===== src/rtl/spi_reg_ctrl.sv =====
// spi_reg_ctrl: oversampled SPI-slave framer driving a byte-wide register port with auto-increment.
// Optional feature macro SPI_READBACK_EN enables read commands (reg_re/miso); otherwise reads are sunk.
module spi_reg_ctrl #(
  parameter int ADDR_W = 4
) (
  input  logic              clk,
  input  logic              rst_n,
  input  logic              sclk,
  input  logic              ssel,
  input  logic              mosi,
  output logic              miso,
  output logic              reg_we,
  output logic              reg_re,
  output logic [ADDR_W-1:0] reg_addr,
  output logic [7:0]        reg_wdata,
  input  logic [7:0]        reg_rdata,
  output logic              busy
);

  localparam logic [2:0] ST_IDLE  = 3'd0;
  localparam logic [2:0] ST_CMD   = 3'd1;
  localparam logic [2:0] ST_WDATA = 3'd2;
`ifdef SPI_READBACK_EN
  localparam logic [2:0] ST_RDATA = 3'd3;
`else
  localparam logic [2:0] ST_SINK  = 3'd4;
`endif
  localparam logic [ADDR_W-1:0] ADDR_ONE = ADDR_W'(1'b1);

  logic [1:0]        sclk_sync_r;
  logic [1:0]        ssel_sync_r;
  logic [1:0]        mosi_sync_r;
  logic              sclk_prev_r;
  logic              ssel_prev_r;
  logic              sclk_rise_s;
  logic              sclk_fall_s;
  logic              ssel_rise_s;
  logic              ssel_fall_s;
  logic              byte_done_s;
  logic [7:0]        byte_s;
  logic [2:0]        state_r;
  logic [2:0]        bit_cnt_r;
  logic [3:0]        byte_cnt_r;
  logic [7:0]        shift_r;
  logic              we_r;
  logic              re_r;
  logic [ADDR_W-1:0] addr_r;
  logic [7:0]        wdata_r;
  logic              busy_r;

  // Two-flop synchronizers plus edge history; ssel resets high so a select held across reset is not a rise.
  always_ff @(posedge clk or negedge rst_n) begin
    if (!rst_n) begin
      sclk_sync_r <= 2'b00;
      mosi_sync_r <= 2'b00;
      ssel_sync_r <= 2'b11;
      sclk_prev_r <= 1'b0;
      ssel_prev_r <= 1'b1;
    end else begin
      sclk_sync_r <= {sclk_sync_r[0], sclk};
      mosi_sync_r <= {mosi_sync_r[0], mosi};
      ssel_sync_r <= {ssel_sync_r[0], ssel};
      sclk_prev_r <= sclk_sync_r[1];
      ssel_prev_r <= ssel_sync_r[1];
    end
  end

  // Edge detection and assembly of the byte completed by the current SCLK rise.
  always_comb begin
    sclk_rise_s = sclk_sync_r[1] & ~sclk_prev_r;
    sclk_fall_s = ~sclk_sync_r[1] & sclk_prev_r;
    ssel_rise_s = ssel_sync_r[1] & ~ssel_prev_r;
    ssel_fall_s = ~ssel_sync_r[1] & ssel_prev_r;
    byte_s      = {shift_r[6:0], mosi_sync_r[1]};
    byte_done_s = sclk_rise_s & (bit_cnt_r == 3'd7);
  end

  // Framing FSM: command decode, write strobes, read prefetch and address auto-increment.
  always_ff @(posedge clk or negedge rst_n) begin
    if (!rst_n) begin
      state_r    <= ST_IDLE;
      bit_cnt_r  <= 3'd0;
      byte_cnt_r <= 4'd0;
      shift_r    <= 8'h00;
      we_r       <= 1'b0;
      re_r       <= 1'b0;
      addr_r     <= '0;
      wdata_r    <= 8'h00;
      busy_r     <= 1'b0;
    end else begin
      we_r <= 1'b0;
      re_r <= 1'b0;
      if (we_r) begin
        addr_r <= addr_r + ADDR_ONE;
      end
      // Deselect has priority, so a byte finishing in the same cycle is dropped.
      if (ssel_fall_s) begin
        state_r <= ST_IDLE;
        busy_r  <= 1'b0;
      end else if (state_r == ST_IDLE) begin
        if (ssel_rise_s) begin
          state_r    <= ST_CMD;
          busy_r     <= 1'b1;
          bit_cnt_r  <= 3'd0;
          byte_cnt_r <= 4'd0;
          shift_r    <= 8'h00;
        end
      end else if (sclk_rise_s) begin
        shift_r   <= byte_s;
        bit_cnt_r <= bit_cnt_r + 3'd1;
        if (byte_done_s) begin
          if (byte_cnt_r != 4'd15) begin
            byte_cnt_r <= byte_cnt_r + 4'd1;
          end
          case (state_r)
            ST_CMD: begin
              addr_r <= byte_s[ADDR_W-1:0];
              if (byte_s[7]) begin
                state_r <= ST_WDATA;
              end else begin
`ifdef SPI_READBACK_EN
                re_r    <= 1'b1;
                state_r <= ST_RDATA;
`else
                state_r <= ST_SINK;
`endif
              end
            end
            ST_WDATA: begin
              wdata_r <= byte_s;
              we_r    <= 1'b1;
            end
`ifdef SPI_READBACK_EN
            ST_RDATA: begin
              addr_r <= addr_r + ADDR_ONE;
              re_r   <= 1'b1;
            end
`endif
            default: state_r <= state_r;
          endcase
        end
      end
    end
  end

`ifdef SPI_READBACK_EN
  logic       re_d1_r;
  logic [7:0] miso_sr_r;

  // Readback shifter: loads the cycle after reg_re; the fall that follows a byte boundary does not shift.
  always_ff @(posedge clk or negedge rst_n) begin
    if (!rst_n) begin
      re_d1_r   <= 1'b0;
      miso_sr_r <= 8'h00;
    end else begin
      re_d1_r <= re_r;
      if (ssel_fall_s) begin
        miso_sr_r <= 8'h00;
      end else if (re_d1_r && (state_r != ST_IDLE)) begin
        miso_sr_r <= reg_rdata;
      end else if (sclk_fall_s && (state_r == ST_RDATA) && (bit_cnt_r != 3'd0)) begin
        miso_sr_r <= {miso_sr_r[6:0], 1'b0};
      end else begin
        miso_sr_r <= miso_sr_r;
      end
    end
  end

  assign miso   = miso_sr_r[7];
  assign reg_re = re_r;
`else
  logic rdata_unused_s;
  assign rdata_unused_s = ^{reg_rdata, sclk_fall_s, re_r};
  assign miso   = 1'b0;
  assign reg_re = 1'b0;
`endif

  assign reg_we    = we_r;
  assign reg_addr  = addr_r;
  assign reg_wdata = wdata_r;
  assign busy      = busy_r;

endmodule


===== config.mk =====
export PLATFORM = sky130hd
export DESIGN_NAME = spi_reg_ctrl
export DESIGN_NICKNAME = d
export VERILOG_FILES = /design/src/rtl/spi_reg_ctrl.sv
export SDC_FILE = /design/constraint.sdc
export NUM_CORES = 1
export LEC_CHECK = 0
export ABC_AREA = 1
export CORE_ASPECT_RATIO = 1.4
export CORE_MARGIN = 8
export CORE_UTILIZATION = 36
export CTS_CLUSTER_DIAMETER = 80
export DETAILED_ROUTE_END_ITERATION = 12
export GPL_TIMING_DRIVEN = 0
export PLACE_DENSITY = 0.61
export REMOVE_ABC_BUFFERS = 1
export SYNTH_ARGS = -nofsm -noshare
export SYNTH_HDL_FRONTEND = slang
export SYNTH_SLANG_ARGS = --single-unit

===== constraint.sdc =====
create_clock -name clk -period 3.7 [get_ports clk]
set_input_delay 0.925 -clock clk [delete_from_list [all_inputs] [get_ports clk]]
set_output_delay 0.925 -clock clk [all_outputs]
set_load 0.1 [all_outputs]

# ---- Yosys cells after proc, flatten, opt, wreduce, memory -nomap -nowiden
# Index checks and enable logic that the tools add are counted.
dict set report totals {
  ff_bits 35
  elab_cells 66
  out_inout_bits 16
  inputBits 13
}
dict set report op_classes {
  eq_ne 5
  addsub 2
  reduce_logical 11
  mux 27
  bitwise_logic 9
}
# cell n
set op_table {}
lappend op_table {{two-way mux 3 bit} 10}
lappend op_table {{two-way mux 4 bit} 6}
lappend op_table {{two-way mux 7 bit} 3}
lappend op_table {{nonzero test 3 bit} 3}
lappend op_table {{two-way mux 1 bit} 8}
lappend op_table {{nonzero test 2 bit} 3}
lappend op_table {{NOT 1 bit} 5}
lappend op_table {{AND reduction 5 bit} 1}
lappend op_table {{adder 4 x 1 -> 4 bit (second input constant)} 1}
lappend op_table {{bitwise AND 1 bit} 4}
lappend op_table {{AND reduction 4 bit} 1}
lappend op_table {{adder 3 x 1 -> 3 bit (second input constant)} 1}
lappend op_table {{== test 3 x 1 -> 1 bit (second input constant)} 1}
lappend op_table {{== test 3 x 2 -> 1 bit (second input constant)} 1}
lappend op_table {{== test 3 bit (second input constant)} 1}
lappend op_table {{logical NOT 3 bit} 1}
lappend op_table {{inequality test 3 bit (second input constant)} 1}
lappend op_table {{AND reduction 3 bit} 1}
lappend op_table {{inequality test 2 bit (second input constant)} 1}
lappend op_table {{AND reduction 2 bit} 1}

# ---- Depth between registers and ports, before layout
dict set report logic_depth {
  depth_word 7
  mapped_depth 9
  depth_no_buf 9
}

# ---- Least setup slack after synthesis
# OpenSTA, ideal clock, no wires.
dict set report synth_timing {
  kind {reg-to-output}
  startpoint {register we_r, in the netlist reg_we}
  endpoint {output port reg_we}
  slack_ns 1.811
  path_buffers 0
  required_time_ns 2.775
  arrival_time_ns 0.964
  stages_incl_launch_ff 1
  cell_sequence {dfrtp_1}
}
# item line_no
set synth_rtl {}
lappend synth_rtl {{from (decl)} 45} ;# logic we_r;
lappend synth_rtl {{from (signal assigned)} 85} ;# we_r <= 1'b0;
lappend synth_rtl {{from (signal assigned)} 91} ;# we_r <= 1'b0;
lappend synth_rtl {{from (signal assigned)} 131} ;# we_r <= 1'b1;
lappend synth_rtl {{to (decl)} 12} ;# output logic reg_we,
# No word-level cell between the ends.

# ---- Worst setup path after layout
dict set report layout_timing {
  startpoint {register we_r, in the netlist reg_we}
  endpoint {output port reg_we}
}
# No word-level cell between the ends.

==> impl_results.html <==
<table>
<tr><th>Metric</th><th>Value</th></tr>
<tr><th colspan="2">Status</th></tr>
<tr><td>Status</td><td>finished clean</td></tr>
<tr><th colspan="2">Routing</th></tr>
<tr><td>Routed via count</td><td>1096</td></tr>
<tr><td>M1 wire length</td><td>1266 um</td></tr>
<tr><td>DRC Markers</td><td>0</td></tr>
<tr><td>Number of DRC markers after the initial detailed-route iteration</td><td>48</td></tr>
<tr><td>Residual antenna-violating net count after detailed routing</td><td>0</td></tr>
<tr><td>Detailed route wirelength on metal3</td><td>84 um</td></tr>
<tr><td>Mean routed wirelength per cell</td><td>12.33 um</td></tr>
<tr><td>Length of the first detailed-routing pass in iterations</td><td>4</td></tr>
<tr><td>Sum of met2 wire segment lengths after detailed routing</td><td>1510 um</td></tr>
<tr><td>Final WL</td><td>2923 um</td></tr>
<tr><td>Uppermost signal routing layer after detailed routing</td><td>met4</td></tr>
<tr><td>Vias per cell</td><td>4.624</td></tr>
<tr><th colspan="2">Final layout</th></tr>
<tr><td>Synth-to-Final Area Change</td><td>16.89%</td></tr>
<tr><td>Antenna diode count</td><td>0</td></tr>
<tr><td>Final core utilization</td><td>0.4345</td></tr>
<tr><td>Number of nets in the layout</td><td>209</td></tr>
<tr><td>Share of post-route cells with drive strength above 1</td><td>0.08854</td></tr>
<tr><td>Final std cells w/o fill</td><td>237</td></tr>
<tr><th colspan="2">Worst setup path</th></tr>
<tr><td>Cell family with most CP delay</td><td>buffers and inverters</td></tr>
<tr><td>CP max-delay cell</td><td>sky130_fd_sc_hd__clkdlybuf4s50_1</td></tr>
<tr><td>Largest fanout on the critical path</td><td>6</td></tr>
<tr><td>Type of the worst setup path</td><td>reg -&gt; out</td></tr>
<tr><td>Nature of the critical path endpoint</td><td>primary output</td></tr>
<tr><td>Category of the worst setup path launch point</td><td>register</td></tr>
<tr><td>Data required time of the critical path</td><td>2770 ps</td></tr>
<tr><td>Cell breakdown of the critical path</td><td>clkdlybuf4s50_1</td></tr>
<tr><td>Buf/Inv on CP</td><td>1</td></tr>
<tr><td>Crit path arrival time</td><td>1880 ps</td></tr>
<tr><td>CP max stage delay</td><td>1160 ps</td></tr>
<tr><th colspan="2">Clock network</th></tr>
<tr><td>CTS H-tree lvls</td><td>2</td></tr>
<tr><td>Clock root buffer master</td><td>sky130_fd_sc_hd__clkbuf_8</td></tr>
<tr><td>Number of cells upsized or downsized after cts</td><td>0</td></tr>
<tr><td>CTS clk-pin slew, worst paths</td><td>70 ps</td></tr>
<tr><td>Hold-fix buffers at CTS</td><td>0</td></tr>
<tr><td>Clock sink count</td><td>35</td></tr>
<tr><td>Setup repair bufs after CTS</td><td>0</td></tr>
<tr><td>Clock tree from TritonCTS</td><td>yes</td></tr>
<tr><td>Number of buffers created by CTS</td><td>5</td></tr>
<tr><td>Worst-Skew Late Latency</td><td>280 ps</td></tr>
<tr><td>Number of buffers on the longest clock path</td><td>2</td></tr>
<tr><th colspan="2">Die</th></tr>
<tr><td>IO Pins</td><td>29</td></tr>
<tr><td>Die footprint</td><td>6735 um2</td></tr>
<tr><td>Starting Density</td><td>0.3717</td></tr>
<tr><td>Standard cell core area</td><td>4204 um2</td></tr>
<tr><td>Chip Height</td><td>93.96 um</td></tr>
<tr><td>Number of standard-cell rows in the floorplan</td><td>28</td></tr>
<tr><td>Horizontal die dimension</td><td>71.69 um</td></tr>
<tr><th colspan="2">Yosys</th></tr>
<tr><td>Cells taking the most area after synthesis</td><td>sky130_fd_sc_hd__dfrtp_1 51%, sky130_fd_sc_hd__nand2_1 12%, sky130_fd_sc_hd__dfstp_2 5.0%, sky130_fd_sc_hd__inv_1 5.0%, sky130_fd_sc_hd__nand3_1 4.2%</td></tr>
<tr><td>Post-synthesis register bit count</td><td>35</td></tr>
<tr><td>Synthesis Warnings</td><td>0</td></tr>
<tr><td>Fraction of synthesized cell area taken by the top area cell type</td><td>0.5124</td></tr>
<tr><td>Post-synthesis cell type with the largest combined area</td><td>sky130_fd_sc_hd__dfrtp_1</td></tr>
<tr><td>Syn_area_per_cell</td><td>9.139 um2</td></tr>
<tr><td>Number of instances in the synthesized netlist</td><td>171</td></tr>
<tr><td>Post-synth cell types</td><td>23</td></tr>
<tr><td>Netlist area before placement</td><td>1563 um2</td></tr>
<tr><td>Post-synthesis sequential area ratio</td><td>0.5629</td></tr>
<tr><th colspan="2">STA</th></tr>
<tr><td>Final Slew Violations</td><td>0</td></tr>
<tr><td>Unrepaired setup endpoints after global routing</td><td>no</td></tr>
<tr><td>Total negative slack for setup checks</td><td>0 ps</td></tr>
<tr><td>Worst path setup slack after routing</td><td>899.5 ps</td></tr>
<tr><td>Transition time at the pin with the least slew margin</td><td>977.2 ps</td></tr>
<tr><td>Setup Skew</td><td>3.952 ps</td></tr>
<tr><td>Achievable Freq</td><td>357.1 MHz</td></tr>
<tr><td>Worst max-slew margin expressed relative to the limit</td><td>0.3465</td></tr>
<tr><td>Setup violation total in the final timing report</td><td>0</td></tr>
<tr><td>Final worst-path cycle share</td><td>0.7569</td></tr>
<tr><td>Hold Fails Final Rpt</td><td>0</td></tr>
<tr><td>Time the worst path needs with I/O delays and setup</td><td>2800 ps</td></tr>
<tr><th colspan="2">Pwr</th></tr>
<tr><td>PwrDens</td><td>449.4 nW/um2</td></tr>
<tr><td>Max rail drop VDD</td><td>0.0001933 V</td></tr>
<tr><td>Post-route total power</td><td>821.0 uW</td></tr>
<tr><td>Leakage</td><td>0.9157 nW</td></tr>
<tr><th colspan="2">Placement</th></tr>
<tr><td>Placed Cells incl. Taps</td><td>229</td></tr>
<tr><td>Half-perimeter wire length after detailed placement</td><td>1977 um</td></tr>
<tr><td>Worst setup slack after placement</td><td>1193 ps</td></tr>
<tr><td>GPL Wtd Cong</td><td>0.7574</td></tr>
<tr><td>I/O Buffers</td><td>18</td></tr>
<tr><th colspan="2">Global route</th></tr>
<tr><td>Overall track demand over capacity in global routing</td><td>0.09290</td></tr>
<tr><td>Number of antenna violations at the first check in global routing</td><td>0</td></tr>
<tr><td>Via count of the first global-routing pass</td><td>1087</td></tr>
<tr><td>Maximum number of pins on one net before global-route repair</td><td>36</td></tr>
<tr><td>Wire length of the first global-routing pass</td><td>4926 um</td></tr>
<tr><td>GR Overflow Total</td><td>0</td></tr>
<tr><th colspan="2">Flow run</th></tr>
<tr><td>Max_cap viols</td><td>0</td></tr>
<tr><th colspan="2">Hold path</th></tr>
<tr><td>Class of the most critical hold timing path</td><td>reg -&gt; reg</td></tr>
</table>
==> per-stage QoR <==
step,area (um2),hold slack (ps)
final,1827,348.5
after detailed placement,1745,336.5
after global placement,1750,332.0
after floorplan,1514,331.2
after global routing,1827,362.0
after CTS,1827,352.2
==> power by group <==
group	switching (mW)	internal, mW
registers	0.0155	0.408
logic	0.0996	0.0351
clock network	0.131	0.132
==> sequential cells by signal, summed over array words and instances, names as in the netlist, 2 cells and up <==
signal / flops
bit_cnt_r: 3
mosi_sync_r: 2
reg_addr: 4
reg_wdata: 8
sclk_sync_r: 2
shift_r: 7
ssel_sync_r: 2
state_r: 3
==> worst reg2reg max path: cells and delay by family (launching register included) <==
family / cells / cell delay, ps
and+or+nand+nor: 4 / 1000
DFF: 1 / 550
buffers and inverters: 2 / 270
adders and majority gates: 1 / 220
==> cells in the final DEF, fill, tap and decap left out, drive strengths merged <==
cell           Yosys  layout
nand2             50      50
dfrtp             32      32
inv               22      22
clkdlybuf4s50      0      17
nor2              15      15
nand3             14      14
o21ai             14      14
clkbuf             1       7
ha                 5       5
nand4              4       4
xor2               3       3
dfstp              3       3
conb               1       2
a21oi              1       1
o22ai              1       1
clkinv             0       1
buf                5       1
==> metal layers <==
layer,up-vias,track usage
li1,568,-
met1,510,0.09795
met2,14,0.1616
met3,4,0.02350
met4,0,0.05641
met5,-,0
==> path summary, 6_finish.rpt <==
| check | from | to | slack (ps) | cells after the start |
|---|---|---|---|---|
| min | sclk_sync_r[0]$_DFF_PN0_ | sclk_sync_r[1]$_DFF_PN0_ | 350 | 0 |
| min in group asynchronous | rst_n | sclk_sync_r[0]$_DFF_PN0_ | 710 | 1 |
| max reg2reg | ssel_sync_r[1]$_DFF_PN1_ | bit_cnt_r[0]$_DFFE_PN0P_ | 1610 | 7 |
| min reg2reg | sclk_sync_r[0]$_DFF_PN0_ | sclk_sync_r[1]$_DFF_PN0_ | 350 | 0 |
| max in group asynchronous | rst_n | shift_r[0]$_DFFE_PN0P_ | 2510 | 1 |
| max | reg_we$_DFF_PN0_ | reg_we | 900 | 1 |
==> layout make-up <==
cell class | instances | area [um2]
Fill cell | 416 | 2377
Sequential cell | 35 | 879.6
Multi-Input combinational cell | 109 | 551.8
Timing Repair Buffer | 18 | 175.2
Inverter | 22 | 82.58
Clock buffer | 7 | 76.32
Tap cell | 45 | 56.30
Clock inverter | 1 | 5.005
==> cell usage after synthesis <==
cell type / count
sky130_fd_sc_hd__buf_6: 2
sky130_fd_sc_hd__nor2_1: 13
sky130_fd_sc_hd__nand3_2: 1
sky130_fd_sc_hd__o22ai_1: 1
sky130_fd_sc_hd__nor2_4: 1
sky130_fd_sc_hd__nand4_1: 3
sky130_fd_sc_hd__clkbuf_4: 1
sky130_fd_sc_hd__a21oi_1: 1
sky130_fd_sc_hd__nor2_2: 1
sky130_fd_sc_hd__inv_2: 1
sky130_fd_sc_hd__buf_4: 3
sky130_fd_sc_hd__o21ai_1: 8
sky130_fd_sc_hd__xor2_1: 3
sky130_fd_sc_hd__nand2_2: 2
sky130_fd_sc_hd__dfstp_2: 3
sky130_fd_sc_hd__nand2_1: 48
sky130_fd_sc_hd__nand4_4: 1
sky130_fd_sc_hd__ha_1: 5
sky130_fd_sc_hd__conb_1: 1
sky130_fd_sc_hd__dfrtp_1: 32
sky130_fd_sc_hd__o21ai_0: 6
sky130_fd_sc_hd__inv_1: 21
sky130_fd_sc_hd__nand3_1: 13
==> logic make-up (layout without fill, tap and decap cells) <==
family                   after synthesis  after routing  share of synthesized area
AO/OA/AOI/OAI                         16             16                    0.05204
other                                  1              2                   0.002400
XOR/XNOR                               3              3                    0.01682
buffers and inverters                 28             48                    0.08647
adder cells (fa/ha/maj)                5              5                    0.04003
flip-flops                            35             35                     0.5629
AND/OR/NAND/NOR                       83             83                     0.2394
(Power assumes the default switching activity.)
